<file path="src/rtl/axi_clock_divider_mc_if.sv">
// Bundle of per-channel run requests, packed period/high-time config and divider outputs.
// The master drives the run requests and config; the slave (the divider) drives clk_div, tick and running.
interface axi_clock_divider_mc_if #(
    parameter int AXI_DATA_WIDTH = 32,
    parameter int CHANNELS       = 4
);
    logic [CHANNELS-1:0]                enable;
    logic                               sync_start;
    logic [CHANNELS*AXI_DATA_WIDTH-1:0] clockDiv;
    logic [CHANNELS*AXI_DATA_WIDTH-1:0] clockHigh;
    logic [CHANNELS-1:0]                clk_div;
    logic [CHANNELS-1:0]                tick;
    logic [CHANNELS-1:0]                running;

    modport master (
        output enable, sync_start, clockDiv, clockHigh,
        input  clk_div, tick, running
    );

    modport slave (
        input  enable, sync_start, clockDiv, clockHigh,
        output clk_div, tick, running
    );
endinterface

</file>
<file path="src/rtl/axi_clock_divider_mc.sv">
// Multi-channel programmable-duty divider; clk_div/tick registered, change on the edge that samples enable/sync.
// No backpressure: config is shadowed and applied only at start, wrap or sync.
module axi_clock_divider_mc #(
    parameter int AXI_DATA_WIDTH = 32,
    parameter int CHANNELS       = 4
) (
    input  logic                   clk,
    input  logic                   rstn,
    axi_clock_divider_mc_if.slave  bus
);
    localparam int W = AXI_DATA_WIDTH;

    typedef enum logic [1:0] {
        IDLE = 2'd0,
        RUN  = 2'd1,
        STOP = 2'd2
    } state_t;

    logic [CHANNELS-1:0] clk_div_w;
    logic [CHANNELS-1:0] tick_w;
    logic [CHANNELS-1:0] running_w;

    generate
        for (genvar n = 0; n < CHANNELS; n++) begin : g_ch
            state_t         state_q;
            logic [W-1:0]   count_q;
            logic [W-1:0]   p_q, h_q;
            logic [W-1:0]   p_d, h_d;
            logic [W-1:0]   div_w, high_w, count_inc;
            logic           clk_div_q, tick_q;
            logic           en_w, wrap_w;

            assign div_w     = bus.clockDiv[n*W +: W];
            assign high_w    = bus.clockHigh[n*W +: W];
            assign en_w      = bus.enable[n];
            assign wrap_w    = (count_q == (p_q - W'(1)));
            assign count_inc = count_q + W'(1);

            // Clamp so the output always toggles: P >= 2, 1 <= H <= P-1.
            always_comb begin
                p_d = (div_w < W'(2)) ? W'(2) : div_w;
                if (high_w == '0)
                    h_d = W'(1);
                else if (high_w >= p_d)
                    h_d = p_d - W'(1);
                else
                    h_d = high_w;
            end

            always_ff @(posedge clk or negedge rstn) begin
                if (!rstn) begin
                    state_q   <= IDLE;
                    count_q   <= '0;
                    p_q       <= W'(2);
                    h_q       <= W'(1);
                    clk_div_q <= 1'b0;
                    tick_q    <= 1'b0;
                end else begin
                    tick_q <= 1'b0;
                    case (state_q)
                        IDLE: begin
                            count_q   <= '0;
                            clk_div_q <= 1'b0;
                            if (en_w) begin
                                state_q   <= RUN;
                                p_q       <= p_d;
                                h_q       <= h_d;
                                clk_div_q <= 1'b1;
                                tick_q    <= 1'b1;
                            end
                        end
                        RUN, STOP: begin
                            if (state_q == RUN && bus.sync_start) begin
                                state_q   <= en_w ? RUN : STOP;
                                count_q   <= '0;
                                p_q       <= p_d;
                                h_q       <= h_d;
                                clk_div_q <= 1'b1;
                                tick_q    <= 1'b1;
                            end else if (wrap_w) begin
                                // Without a run request at the period end the channel parks; no new period starts.
                                count_q <= '0;
                                if (en_w) begin
                                    state_q   <= RUN;
                                    p_q       <= p_d;
                                    h_q       <= h_d;
                                    clk_div_q <= 1'b1;
                                    tick_q    <= 1'b1;
                                end else begin
                                    state_q   <= IDLE;
                                    clk_div_q <= 1'b0;
                                end
                            end else begin
                                state_q   <= en_w ? RUN : STOP;
                                count_q   <= count_inc;
                                clk_div_q <= (count_inc < h_q);
                            end
                        end
                        default: begin
                            state_q   <= IDLE;
                            count_q   <= '0;
                            clk_div_q <= 1'b0;
                        end
                    endcase
                end
            end

            assign clk_div_w[n] = clk_div_q;
            assign tick_w[n]    = tick_q;
            assign running_w[n] = (state_q != IDLE);
        end
    endgenerate

    assign bus.clk_div = clk_div_w;
    assign bus.tick    = tick_w;
    assign bus.running = running_w;
endmodule

</file>
<file path="src/flat_wrapper.sv">
// flat-port wrapper written by rule: the top's interface ports become plain ports
module axi_clock_divider_mc_flat 
#(
    parameter int AXI_DATA_WIDTH = 32,
    parameter int CHANNELS       = 4
)
  (clk, rstn, bus_enable, bus_sync_start, bus_clockDiv, bus_clockHigh, bus_clk_div, bus_tick, bus_running);
  axi_clock_divider_mc_if #(.AXI_DATA_WIDTH(AXI_DATA_WIDTH), .CHANNELS(CHANNELS)) bus_i ();
  input  logic clk;
  input  logic rstn;
  input wire logic [$bits(bus_i.enable)-1:0] bus_enable;
  input wire logic [$bits(bus_i.sync_start)-1:0] bus_sync_start;
  input wire logic [$bits(bus_i.clockDiv)-1:0] bus_clockDiv;
  input wire logic [$bits(bus_i.clockHigh)-1:0] bus_clockHigh;
  output wire logic [$bits(bus_i.clk_div)-1:0] bus_clk_div;
  output wire logic [$bits(bus_i.tick)-1:0] bus_tick;
  output wire logic [$bits(bus_i.running)-1:0] bus_running;
  assign bus_i.enable = bus_enable;
  assign bus_i.sync_start = bus_sync_start;
  assign bus_i.clockDiv = bus_clockDiv;
  assign bus_i.clockHigh = bus_clockHigh;
  assign bus_clk_div = bus_i.clk_div;
  assign bus_tick = bus_i.tick;
  assign bus_running = bus_i.running;
  axi_clock_divider_mc #(.AXI_DATA_WIDTH(AXI_DATA_WIDTH), .CHANNELS(CHANNELS)) u_core (.clk(clk), .rstn(rstn), .bus(bus_i));
endmodule
</file>
<file path="config.mk">
export PLATFORM = sky130hd
export DESIGN_NAME = axi_clock_divider_mc_flat
export DESIGN_NICKNAME = d
export VERILOG_FILES = /design/src/rtl/axi_clock_divider_mc_if.sv /design/src/rtl/axi_clock_divider_mc.sv /design/src/flat_wrapper.sv
export SDC_FILE = /design/constraint.sdc
export NUM_CORES = 1
export LEC_CHECK = 0
export BUFFER_PORTS_ARGS = -buffer_cell sky130_fd_sc_hd__buf_4
export CAP_MARGIN = 0
export CORE_MARGIN = 4
export CORE_UTILIZATION = 55
export DETAILED_ROUTE_END_ITERATION = 16
export GPL_ROUTABILITY_DRIVEN = 0
export PLACE_DENSITY = 0.81
export SYNTH_ARGS = -nofsm -noshare
export SYNTH_HDL_FRONTEND = slang
export SYNTH_SLANG_ARGS = --single-unit
</file>
<file path="constraint.sdc">
create_clock -name clk -period 5.8 [get_ports clk]
set_input_delay 0.29 -clock clk [delete_from_list [all_inputs] [get_ports clk]]
set_output_delay 0.29 -clock clk [all_outputs]
set_load 0.03 [all_outputs]
</file>
==> results of run 1 <==
-- Yosys cell counts (11+ instances only) --
master     count
mux2_1        18
mux2i_1      123
nand2b_1      28
o2bb2ai_1     53
xor2_1       112
nor4b_1       11
nand4b_1      11
a21oi_1       87
a21o_1        77
nor2_1       229
buf_6         15
o21ai_1       17
dfrtp_1      392
or3_1         35
nand2_1      136
a211oi_1      44
nand4_1      103
inv_1        322
buf_4         11
o211ai_1      23
o21ai_0       96
or2_2         15
and3_1        65
ha_1         276
a31oi_1       15
a2111oi_0     14
nor2b_1      123
nand3b_1      15
buf_2         15
and4_1        17
nor3_1       115
mux2_4        16
or4_1         37
clkbuf_1      97
xnor2_1      265
nor4_1       118
mux2_2       111
nand3_1      145
-- how the worst max path moves through the flow --
| stage | depth (start not counted) | slack [ns] | endpoint |
|---|---|---|---|
| after floorplan | 18 | 0.85 | u_core.g_ch[1].h_q[10] |
| after global routing | 19 | 0.21 | u_core.g_ch[0].h_q[2] |
| after CTS | 19 | 0.55 | u_core.g_ch[0].h_q[9] |
| final | 19 | 0.38 | u_core.g_ch[0].h_q[2] |
| after detailed placement | 18 | 0.51 | u_core.g_ch[0].h_q[5] |
| after global placement | 20 | 0.65 | u_core.g_ch[1].h_q[6] |
-- cells by family (layout without fill, tap and decap cells) --
logic type | after synthesis | after routing | share of synthesized area
other | 0 | 3 | 0
DFF | 400 | 400 | 0.310
buffers and inverters | 463 | 820 | 0.0591
adders and majority gates | 276 | 276 | 0.107
muxes | 268 | 268 | 0.0904
AOI/OAI and AO/OA | 546 | 546 | 0.119
and+or+nand+nor | 1247 | 1247 | 0.212
xor gates and xnor gates | 377 | 377 | 0.102
-- power groups by stage --
stage / sequential (mW) / clock (mW) / combinational [mW]
5_1_grt: 5.17 / 3.49 / 7.40
4_1_cts: 5.01 / 3.37 / 6.67
3_5_place_dp: 5.05 / 0 / 6.54
3_3_place_gp: 5.01 / 0 / 6.36
2_1_floorplan: 4.49 / 0 / 5.24
6_report: 5.07 / 3.32 / 6.74
-- what timing repair did --
| action | CTS | global route |
|---|---|---|
| hold buffers | 95 | 0 |
| endpoints found under the setup margin | 0 | 0 |
| setup buffers | 0 | 0 |
| endpoints found under the hold margin | 170 | 0 |
-- worst register-to-register path, stage by stage (launching register included) --
cell and delay, ns:
dfrtp_1 0.43, inv_1 0.10, ha_1 0.25, or3b_2 0.54
nor4_2 0.72, a21oi_1 0.14, a21bo_2 0.24, o2bb2ai_1 0.30
or4_4 0.39, nand2_2 0.26, nand2_4 0.10, buf_4 0.74
mux2_2 0.48
-- per-layer routing --
metal  wire [um]  GRT usage
met1       39900      0.397
met2       45500      0.494
met3        7320     0.0458
met4        4310      0.127
met5           0          0
-- layout make-up --
cell class	count	area share
Inverter	322	0.0320
Multi-Input combinational cell	2714	0.542
Clock buffer	66	0.0368
Timing Repair Buffer	410	0.0903
Clock inverter	22	0.00874
Antenna cell	3	0.000199
Sequential cell	400	0.265
Tap cell	765	0.0253
-- flip-flops by register name, indices dropped and copies added, names as in the netlist --
name                   flops
u_core.g_ch.clk_div_q      4
u_core.g_ch.count_q      128
u_core.g_ch.h_q          128
u_core.g_ch.p_q          128
u_core.g_ch.state_q        8
u_core.g_ch.tick_q         4
==> results.md, run 1 <==
* Setup Viol. Count Final at 0
* Vias at 29300
* CTS H-tree depth at 2
* Initial drt markers at 2558
* # resized after CTS at 0
* Critical Path Max Stage Delay at 0.62 ns
* PnR worst setup slack at 0.377 ns
* Psw at 6.24 mW
* Setup_tns at 0 ns
* Antenna violations before repair at 2
* Final #Nets at 4435
* Area delta synth->final at 16.9%
* CP arrival at 5.89 ns
* Most frequent cells in the layout: 392 x dfrtp_1, 322 x inv_1, 307 x buf_4
* Core area at 0.0579 mm2
* Switching part of the total at 0.413
* Sequential cell area at 0.0100 mm2
* Tmin final at 5.42 ns
* TritonCTS buffer count at 48
* Critical Path RT at 6.26 ns
* Mapped cell area at 0.0323 mm2
* RR Endpoint: u_core.g_ch[2].p_q[6]
* First-pass GRT wire length at between 150000 and 200000 um
* Clock tree buffer depth at 3
* Hold EP: u_core.g_ch[3].p_q[21]
* Commonest non-fill, non-tap cell in the layout: dfrtp_1
* Peak supply drop at 0.386 mV
* Post-Route WL at 97100 um
* Die Span X at roughly 250 um
* Sequential Power Share at 0.335
* Post-DP Area at 0.0351 mm2
* CP dominant cell by count: or4_1
* Crit path cell chain: dlygate4sd3_1 > buf_4 > or4_1 > or4_1 > or4_1 > or3_1 > nand2_1 > inv_1 > ha_1 > nand2b_1 > a211oi_1 > o21ai_0 > a2111oi_0 > o211a_1 > o21ai_4 > buf_4 > nor2_1 > a211oi_1 > mux2_2
* Total power at 15.1 mW
* Flop2flop setup slack at 1.00 ns
* Final ANT Viol Nets at 0
* Avg Inst Size Synth at 9.04 um2
* Leak at 17.5 nW
* Final Cell Area at 0.0378 mm2
* Vias in the first global route at 29200
* Relative slew slack at 0.248
* Asr flop ratio synth at 1.00
* Total grt overflow at 0
* Setup crit end kind: register
* Multi-input logic area at slightly above 0.02 mm2
* Layout cells sized above 1 at 0.150
* Max Fanout on Critical Path at 45
* R2R Path Start: u_core.g_ch[2].p_q[0]
* DR vias/cell at 6.24
* Largest net degree at the start of global routing at approximately 170
* Clock share of power at 0.220
* Part of the cycle the worst path needs at 0.935
* Synth top area cells: dfrtp_1 30%, ha_1 11%, xnor2_1 7.2%
* Int Power at 8.88 mW
* Tot GR Track Use at 0.300
* Number of enable flip-flop cells after synthesis at 0
* Final Max Tran Viols at 0
* Fin util at 0.652
* Clk Tree Root Cell: clkbuf_16
* Initial Util at 0.558
* Post-DP HPWL at between 70000 and 80000 um
* RSZ-0062 raised after global routing: no
* Die area at 0.0627 mm2
* Cells on worst reg2reg path at 12
* Netlist cell types at 90
* DR pass1 iterations at 6
* Least-Margin Pin Slew at about 1.1 ns
* Final Skew at 0.0182 ns
* Skew-Pair Late Insertion Delay at 0.59 ns
* Worst Hold Path Cells at 2
* Net count after synthesis at 4116
* Worst slack, placed at 0.513 ns
* CTS tree: built
* Reg clk slew, reported paths at 0.06 ns
* Status: finished, final reports clean
* Placed cell count at 4516
* I/O Buffers at 274
* Kind of critical path: in -> reg
* Critical path startpoint: bus_clockDiv[26]
* Buf/Inv on CP at 4
* Non-filler cells, final at 4702
* Critical Path Start Type: input port
* Max Cap Viol at 0
* PwrDens at 400 mW/mm2
* Hold WC Path Type: in -> reg
* Final Hold Vio Count at 0
* Ports at 275
* Top_reg_cell synth: dfrtp_1
* Share of the synthesized area in the top cell type at 0.303
* Clk sinks at 400
* Chip Height at 250 um
* Row Count at 88
* Yosys reg bits at 400
* Final Hold Slack at 0.0370 ns
* DR WL/cell at just over 20 um
* Synth area leader: dfrtp_1
* Synth warn at 0
* Filler cells at between 4000 and 5000
* Slowest stage cell on the critical path: or4_1
* Worst hold path startpoint: bus_clockDiv[117]
* DRC violations left at 0
* Comb power frac at 0.445
* Sequential area share after synthesis at 0.310
* Gate Count Post-Synth at 3577
* FMAX at 184 MHz
* Delay-heaviest family, CP: simple AND/OR/NAND/NOR gates
Note: power is estimated with default switching activity, not from simulation.
==> inputs of run 2 (changes only) <==
CAP_MARGIN = 40   (was 0)
CORE_UTILIZATION = 45   (was 55)
PLACE_DENSITY = 0.7   (was 0.81)
clock period = 6.35 ns   (was 5.8 ns; I/O delays follow)
==> run 2 against run 1 <==
  * Final area shrank 0.29%
  * Sequential power shrank 9.9%
  * Utilization shrank 12 points
  * Critical path depth is the same
  * Sequential share of layout area grew 0.078 points
  * Cell count grew 3.2%
  * Largest cell class unchanged
  * Clock skew is essentially flat
  * Combinational power shrank 10%
==> results.md, run 2 (synthesis gave the netlist of run 1 again) <==
* Diodes inserted at 0 (-3)
* Critical Path Max Stage Delay at 0.59 ns (-0.03 ns)
* Antenna violations before repair at 1 (-1)
* # resized after CTS at 0 (unchanged)
* Kind of critical path: in -> reg
* Crit path cell chain: dlygate4sd3_1 > buf_4 > or4_1 > or4_1 > or4_1 > or3_1 > nand2_1 > inv_1 > ha_1 > nand2b_1 > a211oi_1 > o21ai_0 > a2111oi_0 > o211a_1 > o21ai_4 > buf_4 > mux2i_1 > nor2_1 > mux2_2
* CTS tree: built
* Vias in the first global route at 27400 (-6.3%)
* Final ANT Viol Nets at 0 (unchanged)
* Core area at 0.0714 mm2 (+23%)
* Hold WC Path Type: in -> reg
* Critical Path RT at 6.81 ns (+0.55 ns)
* Initial drt markers at 2068 (-19%)
* PwrDens at 362 mW/mm2 (-9.6%)
* Most frequent cells in the layout: 392 x dfrtp_1, 322 x inv_1, 297 x buf_4
* DR vias/cell at 5.76 (-7.7%)
* Final Skew at 0.0183 ns (+0.0000860 ns)
* Clock tree buffer depth at 3 (unchanged)
* Leak at 17.4 nW (-0.77%)
* Die Span X at 276 um (+10%)
* Critical Path Start Type: input port
* Area delta synth->final at 16.5%
* CTS H-tree depth at 2 (unchanged)
* Commonest non-fill, non-tap cell in the layout: dfrtp_1
* First-pass GRT wire length at 150000 um (-3.2%)
* Multi-input logic area at 0.0205 mm2 (unchanged)
* Max Fanout on Critical Path at 32 (-29%)
* DRC violations left at 0 (unchanged)
* Post-Route WL at 94300 um (-2.9%)
* Die area at 0.0762 mm2 (+21%)
* Post-DP HPWL at 72700 um (+0.84%)
* Sequential cell area at 0.0100 mm2 (unchanged)
* Max Cap Viol at 0 (unchanged)
* Setup_tns at 0 ns (unchanged)
* FMAX at 185 MHz
* Relative slew slack at 0.309 (+0.0608)
* Post-DP Area at 0.0353 mm2 (+0.44%)
* Final Cell Area at 0.0377 mm2 (-0.29%)
* Skew-Pair Late Insertion Delay at 0.59 ns (about the same)
* Tot GR Track Use at 0.239 (-0.0618)
* Part of the cycle the worst path needs at 0.849
* Initial Util at 0.453 (-0.105)
* CP arrival at 5.85 ns (-0.04 ns)
* Reg clk slew, reported paths at 0.06 ns (about the same)
* Fin util at 0.528 (-0.125)
* Biggest regs: u_core.g_ch.count_q x128, u_core.g_ch.h_q x128, u_core.g_ch.p_q x128
* Final #Nets at 4402 (-0.74%)
* Clk Tree Root Cell: clkbuf_16
* TritonCTS buffer count at 51 (+6.3%)
* Tmin final at 5.39 ns
* Layout cells sized above 1 at 0.150 (about the same)
* Filler cells at 6589 (+44%)
* Largest net degree at the start of global routing at 165 (-2.4%)
* Setup Viol. Count Final at 0 (unchanged)
* CP dominant cell by count: or4_1
* Peak supply drop at 0.293 mV (-24%)
* RSZ-0062 raised after global routing: no
* Status: finished, final reports clean
* Total grt overflow at 0 (unchanged)
* Final Max Tran Viols at 0 (unchanged)
* Final Hold Vio Count at 0 (unchanged)
* Vias at 27900 (-4.8%)
* Total power at 13.6 mW (-9.8%)
* Clk sinks at 400 (unchanged)
* Setup crit end kind: register
* Least-Margin Pin Slew at 1.04 ns (-0.0870 ns)
* Slowest stage cell on the critical path: or4_1
* Row Count at 98 (+11%)
* DR WL/cell at 19.4 um (-5.9%)
* I/O Buffers at 274 (unchanged)
* Chip Height at 276 um (+10%)
* DR pass1 iterations at 5 (-1)
* Ports at 275 (unchanged)
## run 2: worst paths after layout
kind                                  startpoint                          to  slack (ns)  cells past startpoint
max                             bus_clockDiv[26]      u_core.g_ch[0].h_q[31]        0.96                     19
min                             bus_clockDiv[69]       u_core.g_ch[2].p_q[5]        0.04                      2
max reg2reg                u_core.g_ch[1].p_q[3]       u_core.g_ch[1].h_q[6]        1.55                     10
min reg2reg                u_core.g_ch[2].h_q[0]       u_core.g_ch[2].h_q[0]        0.47                      2
max in group asynchronous                   rstn  u_core.g_ch[0].count_q[28]        4.52                      3
min in group asynchronous                   rstn       u_core.g_ch[2].h_q[6]        0.30                      2
## run 2: where the power goes
part           total, mW  switching (mW)  internal, mW
clock               3.03            1.18          1.84
sequential          4.57            1.07          3.50
combinational       6.04            3.32          2.72
total               13.6            5.58          8.06
## run 2: cell type report
type,count,share of cell area
clock buffers,71,0.0397
clock inverters,21,0.00687
inverters,322,0.0321
multi-input cells,2714,0.543
flip-flops and latches,400,0.266
well taps,950,0.0315
repair buffers,374,0.0808
## run 2: through the flow
| stage | hold WS (ns) | cells | setup WS, ns |
|---|---|---|---|
| 5_1_grt | 0.00999 | 4852 | 0.644 |
| 6_report | 0.0433 | 4852 | 0.959 |
| 4_1_cts | 0.000761 | 4852 | 1.03 |
| 2_1_floorplan | 0.0219 | 3577 | 1.37 |
| 3_3_place_gp | 0.386 | 4688 | 0.820 |
| 3_5_place_dp | 0.388 | 4694 | 0.731 |
## run 2: worst max-delay path: cells and delay by family
kind                       cells  cell delay (ns)
adders and majority gates      1             0.26
AOI/OAI and AO/OA              5             1.29
and+or+nand+nor                7             2.40
buffers and inverters          4             1.08
muxes                          2             0.48
## run 2: repair_timing
action                                 CTS  global route
hold buffers                            66             0
endpoints found under the hold margin  154             0
setup buffers                            0             0
## run 2: metal layers
layer | wire length [um] | up-vias | track usage
met5 | 0 | - | 0
met4 | 2830 | 0 | 0.0712
met3 | 5220 | 192 | 0.0328
met2 | 44600 | 834 | 0.398
met1 | 41700 | 13500 | 0.324
li1 | - | 13400 | -
==> inputs of run 3 (changes only) <==
ABC_AREA = 1   (was default)
clock period = 5.35 ns   (was 6.35 ns; I/O delays follow)
==> run 3 against run 2 <==
  * Via count rose by 26%
  * Setup slack improved by 0.32 ns
  * Non-clock buffer count is 56 lower
  * Cell count rose by 37%
  * Clock skew grew 0.014 ns
  * Combinational power is 38% higher
  * Critical path depth up 4
  * Register-to-register slack got worse by 0.18 ns
  * Area after synthesis grew 9.6%
  * Sequential share of layout area fell by 1.6 points
  * Clock-buffer cell count fell by 8
==> results.md, run 3 <==
* Status: finished, final reports clean
* CTS H-tree depth at 2 (unchanged)
* RSZ-0062 raised after global routing: no
* Cells on worst reg2reg path at 19 (+9)
* I/O Buffers at 274 (unchanged)
* Clk Tree Root Cell: clkbuf_16
* Biggest regs: u_core.g_ch.count_q x128, u_core.g_ch.h_q x128, u_core.g_ch.p_q x128
* Hold WC Path Type: in -> reg
* Worst slack, placed at 1.40 ns (+0.665 ns)
* Largest net degree at the start of global routing at 140 (-15%)
* Most frequent cells in the layout: 1348 x nand2_1, 779 x inv_1, 729 x nor2_1
* TritonCTS buffer count at 47 (-7.8%)
* # resized after CTS at 0 (unchanged)
* Relative slew slack at 0.393 (+0.0842)
* Setup_tns at 0 ns (unchanged)
* Synth top cells by count: 1348 x nand2_1, 779 x inv_1, 729 x nor2_1
* Total grt overflow at 0 (unchanged)
* Row Count at 102 (+4.1%)
* Synth warn at 0 (unchanged)
* Peak supply drop at 0.236 mV (-19%)
* Tot GR Track Use at 0.258 (+0.0193)
* Sequential area share after synthesis at 0.283 (-0.0271)
* Core area at 0.0777 mm2 (+8.9%)
* Top-count cell post-synth: nand2_1
* Clock tree buffer depth at 3 (unchanged)
* Tmin final at slightly above 4 ns
* Kind of critical path: in -> reg
* PnR worst setup slack at 1.28 ns (+0.321 ns)
* Critical Path Start Type: input port
* Die area at 0.0833 mm2 (+9.3%)
* Vias at 35300 (+26%)
* Final Hold Vio Count at 0 (unchanged)
* DRC violations left at 0 (unchanged)
* Ports at 275 (unchanged)
* Chip Height at 289 um (+4.5%)
* Final Max Tran Viols at 0 (unchanged)
* Post-CTS Repair Setup Buffers at 0 (unchanged)
* Layout cells sized above 1 at 0.0865 (-0.0634)
* Leak at 20.6 nW (+19%)
* Netlist cell types at 61 (-32%)
* Post-Synth XOR/XNOR Area at 0.0851 (-0.0171)
* Gate Count Post-Synth at 5333 (+49%)
* First-pass GRT wire length at 175000 um (+16%)
* Commonest non-fill, non-tap cell in the layout: nand2_1
* PwrDens at 418 mW/mm2 (+16%)
* DR pass1 iterations at 6 (+1)
* Post-Route WL at 110000 um (+17%)
* Reg clk slew, reported paths at 0.06 ns (about the same)
* Compound-gate portion of the synthesized area at 0.104 (-0.0158)
* Setup crit end kind: register
* Simple-gate share of the synthesized area at 0.324 (+0.112)
* Part of the cycle the worst path needs at 0.761
* Max Cap Viol at 0 (unchanged)
* Largest family of logic cells by synthesized area: simple AND/OR/NAND/NOR gates
* Area delta synth->final at 13.2%
* Yosys reg bits at 400 (unchanged)
* Initial Util at 0.456 (+0.00273)
* Final ANT Viol Nets at 0 (unchanged)
* Max Fanout on Critical Path at 45 (+41%)
* Critical Path RT at 5.82 ns (-0.99 ns)
* Top_reg_cell synth: dfrtp_1
* Flop2flop setup slack at 1.37 ns (-0.18 ns)
* Synth top area cells: dfrtp_1 28%, nand2_1 14%, ha_1 9.7%
* Share of the synthesized area in the top cell type at 0.277 (-0.0265)
* Setup Viol. Count Final at 0 (unchanged)
* Filler cells at 7781 (+18%)
* FMAX at between 200 and 250 MHz
* Area share of fa/ha/maj cells after synthesis at 0.0975 (-0.00933)
* Vias in the first global route at 33600 (+23%)
* Final #Nets at 6111 (+39%)
* R2R Path Start: u_core.g_ch[1].count_q[0]
* CP arrival at 4.54 ns (-1.31 ns)
* Die Span X at 289 um (+4.5%)
* Hold_buf cts at 19 (-71%)
* Post-DP HPWL at 88800 um (+22%)
* Initial drt markers at 2722 (+32%)
* Setup crit end: u_core.g_ch[0].h_q[27]
* Avg Inst Size Synth at 6.64 um2 (-27%)
* Antenna violations before repair at 1 (unchanged)
* Mux share of post-synthesis cell area at 0.00495 (-0.0855)
* Synth area leader: dfrtp_1
* CTS tree: built
* RR Endpoint: u_core.g_ch[1].clk_div_q
* Critical path startpoint: bus_clockDiv[19]
* Clk sinks at 400 (unchanged)
* DR vias/cell at 5.31 (-7.8%)
* DR WL/cell at 16.6 um (-15%)
* Total power at 16.8 mW (+23%)
* Skew-Pair Late Insertion Delay at 0.59 ns (about the same)
* Final Skew at 0.0325 ns (+0.0143 ns)
* Asr flop ratio synth at 1.00 (unchanged)
* Mapped cell area at 0.0354 mm2 (+9.6%)
* Worst hold path startpoint: bus_clockDiv[10]
* Least-Margin Pin Slew at 0.902 ns (-0.135 ns)
* Number of enable flip-flop cells after synthesis at 0 (unchanged)
* Net count after synthesis at 5872 (+43%)
-- run 3: cell types whose count changed in the layout (fill, tap and decap cells not counted), moves of 123 or more --
| cell | change |
|---|---|
| nand2_1 | +1212 |
| nor2_1 | +503 |
| inv_1 | +457 |
| xnor2_1 | -195 |
| o21ai_0 | +183 |
| xor2_1 | +162 |
| nor2b_1 | -123 |
-- run 3: how the worst min path moves through the flow --
stage | endpoint | slack, ns | depth (start not counted)
6_report | u_core.g_ch[0].p_q[10] | 0.03 | 3
5_1_grt | u_core.g_ch[0].p_q[10] | 0.03 | 3
4_1_cts | u_core.g_ch[0].p_q[10] | 0.001 | 3
3_5_place_dp | u_core.g_ch[1].h_q[2] | 0.29 | 1
3_3_place_gp | u_core.g_ch[1].h_q[2] | 0.29 | 1
2_1_floorplan | u_core.g_ch[0].clk_div_q | -0.03 | 0
-- run 3: critical path: stages --
cell           delay [ns]
dlygate4sd3_1        0.57
buf_4                0.17
inv_1                0.11
nand2_1              0.08
nor2_1               0.17
nand3_1              0.11
nor2_1               0.23
nand3_1              0.20
inv_1                0.09
nor2_1               0.10
ha_1                 0.31
a21oi_1              0.16
o21ai_0              0.10
nand2_1              0.07
o211ai_1             0.08
nand2_1              0.07
nand2_1              0.04
nand2_1              0.07
nand3_2              0.61
buf_4                0.47
or2_2                0.28
nand3_1              0.08
o21ai_1              0.07
-- run 3: cell families after synthesis --
group	Yosys count
xor gates and xnor gates	344
muxes	17
and+or+nand+nor	2703
adders and majority gates	276
DFF	400
buffers and inverters	920
AOI/OAI and AO/OA	673
-- run 3: metrics by stage --
stage	hold slack [ns]	utilization	instances	cell area (um2)
3_3_place_gp	0.292	0.493	6540	38400
5_1_grt	0.0307	0.516	6647	40100
6_report	0.0342	0.516	6648	40100
3_5_place_dp	0.291	0.495	6544	38400
2_1_floorplan	-0.0281	-	5333	35400
4_1_cts	0.00145	0.516	6647	40100
-- run 3: metal layers --
layer  track usage  vias to the layer above  part of all wire
li1              -                    17600                 -
met1         0.351                    16300              0.44
met2         0.427                     1232              0.45
met3        0.0300                      260             0.065
met4        0.0891                        0             0.038
met5             0                        -                 0
-- run 3: power by group --
part           total (mW)  internal, mW  switching (mW)  leakage, nW
combinational        8.32          2.85            5.47         14.8
sequential           5.31          4.13            1.18         5.11
clock                3.14          1.78            1.36        0.722
total                16.8          8.76            8.01         20.6
-- run 3: area by class of cell --
class	instances	area (um2)	share of cell area
diodes	1	2.50	0.0000624
clock buffers	63	1320	0.0328
clock inverters	21	158	0.00393
inverters	792	2970	0.0741
multi-input cells	4013	21800	0.544
flip-flops and latches	400	10000	0.250
well taps	1040	1300	0.0324
repair buffers	318	2520	0.0628
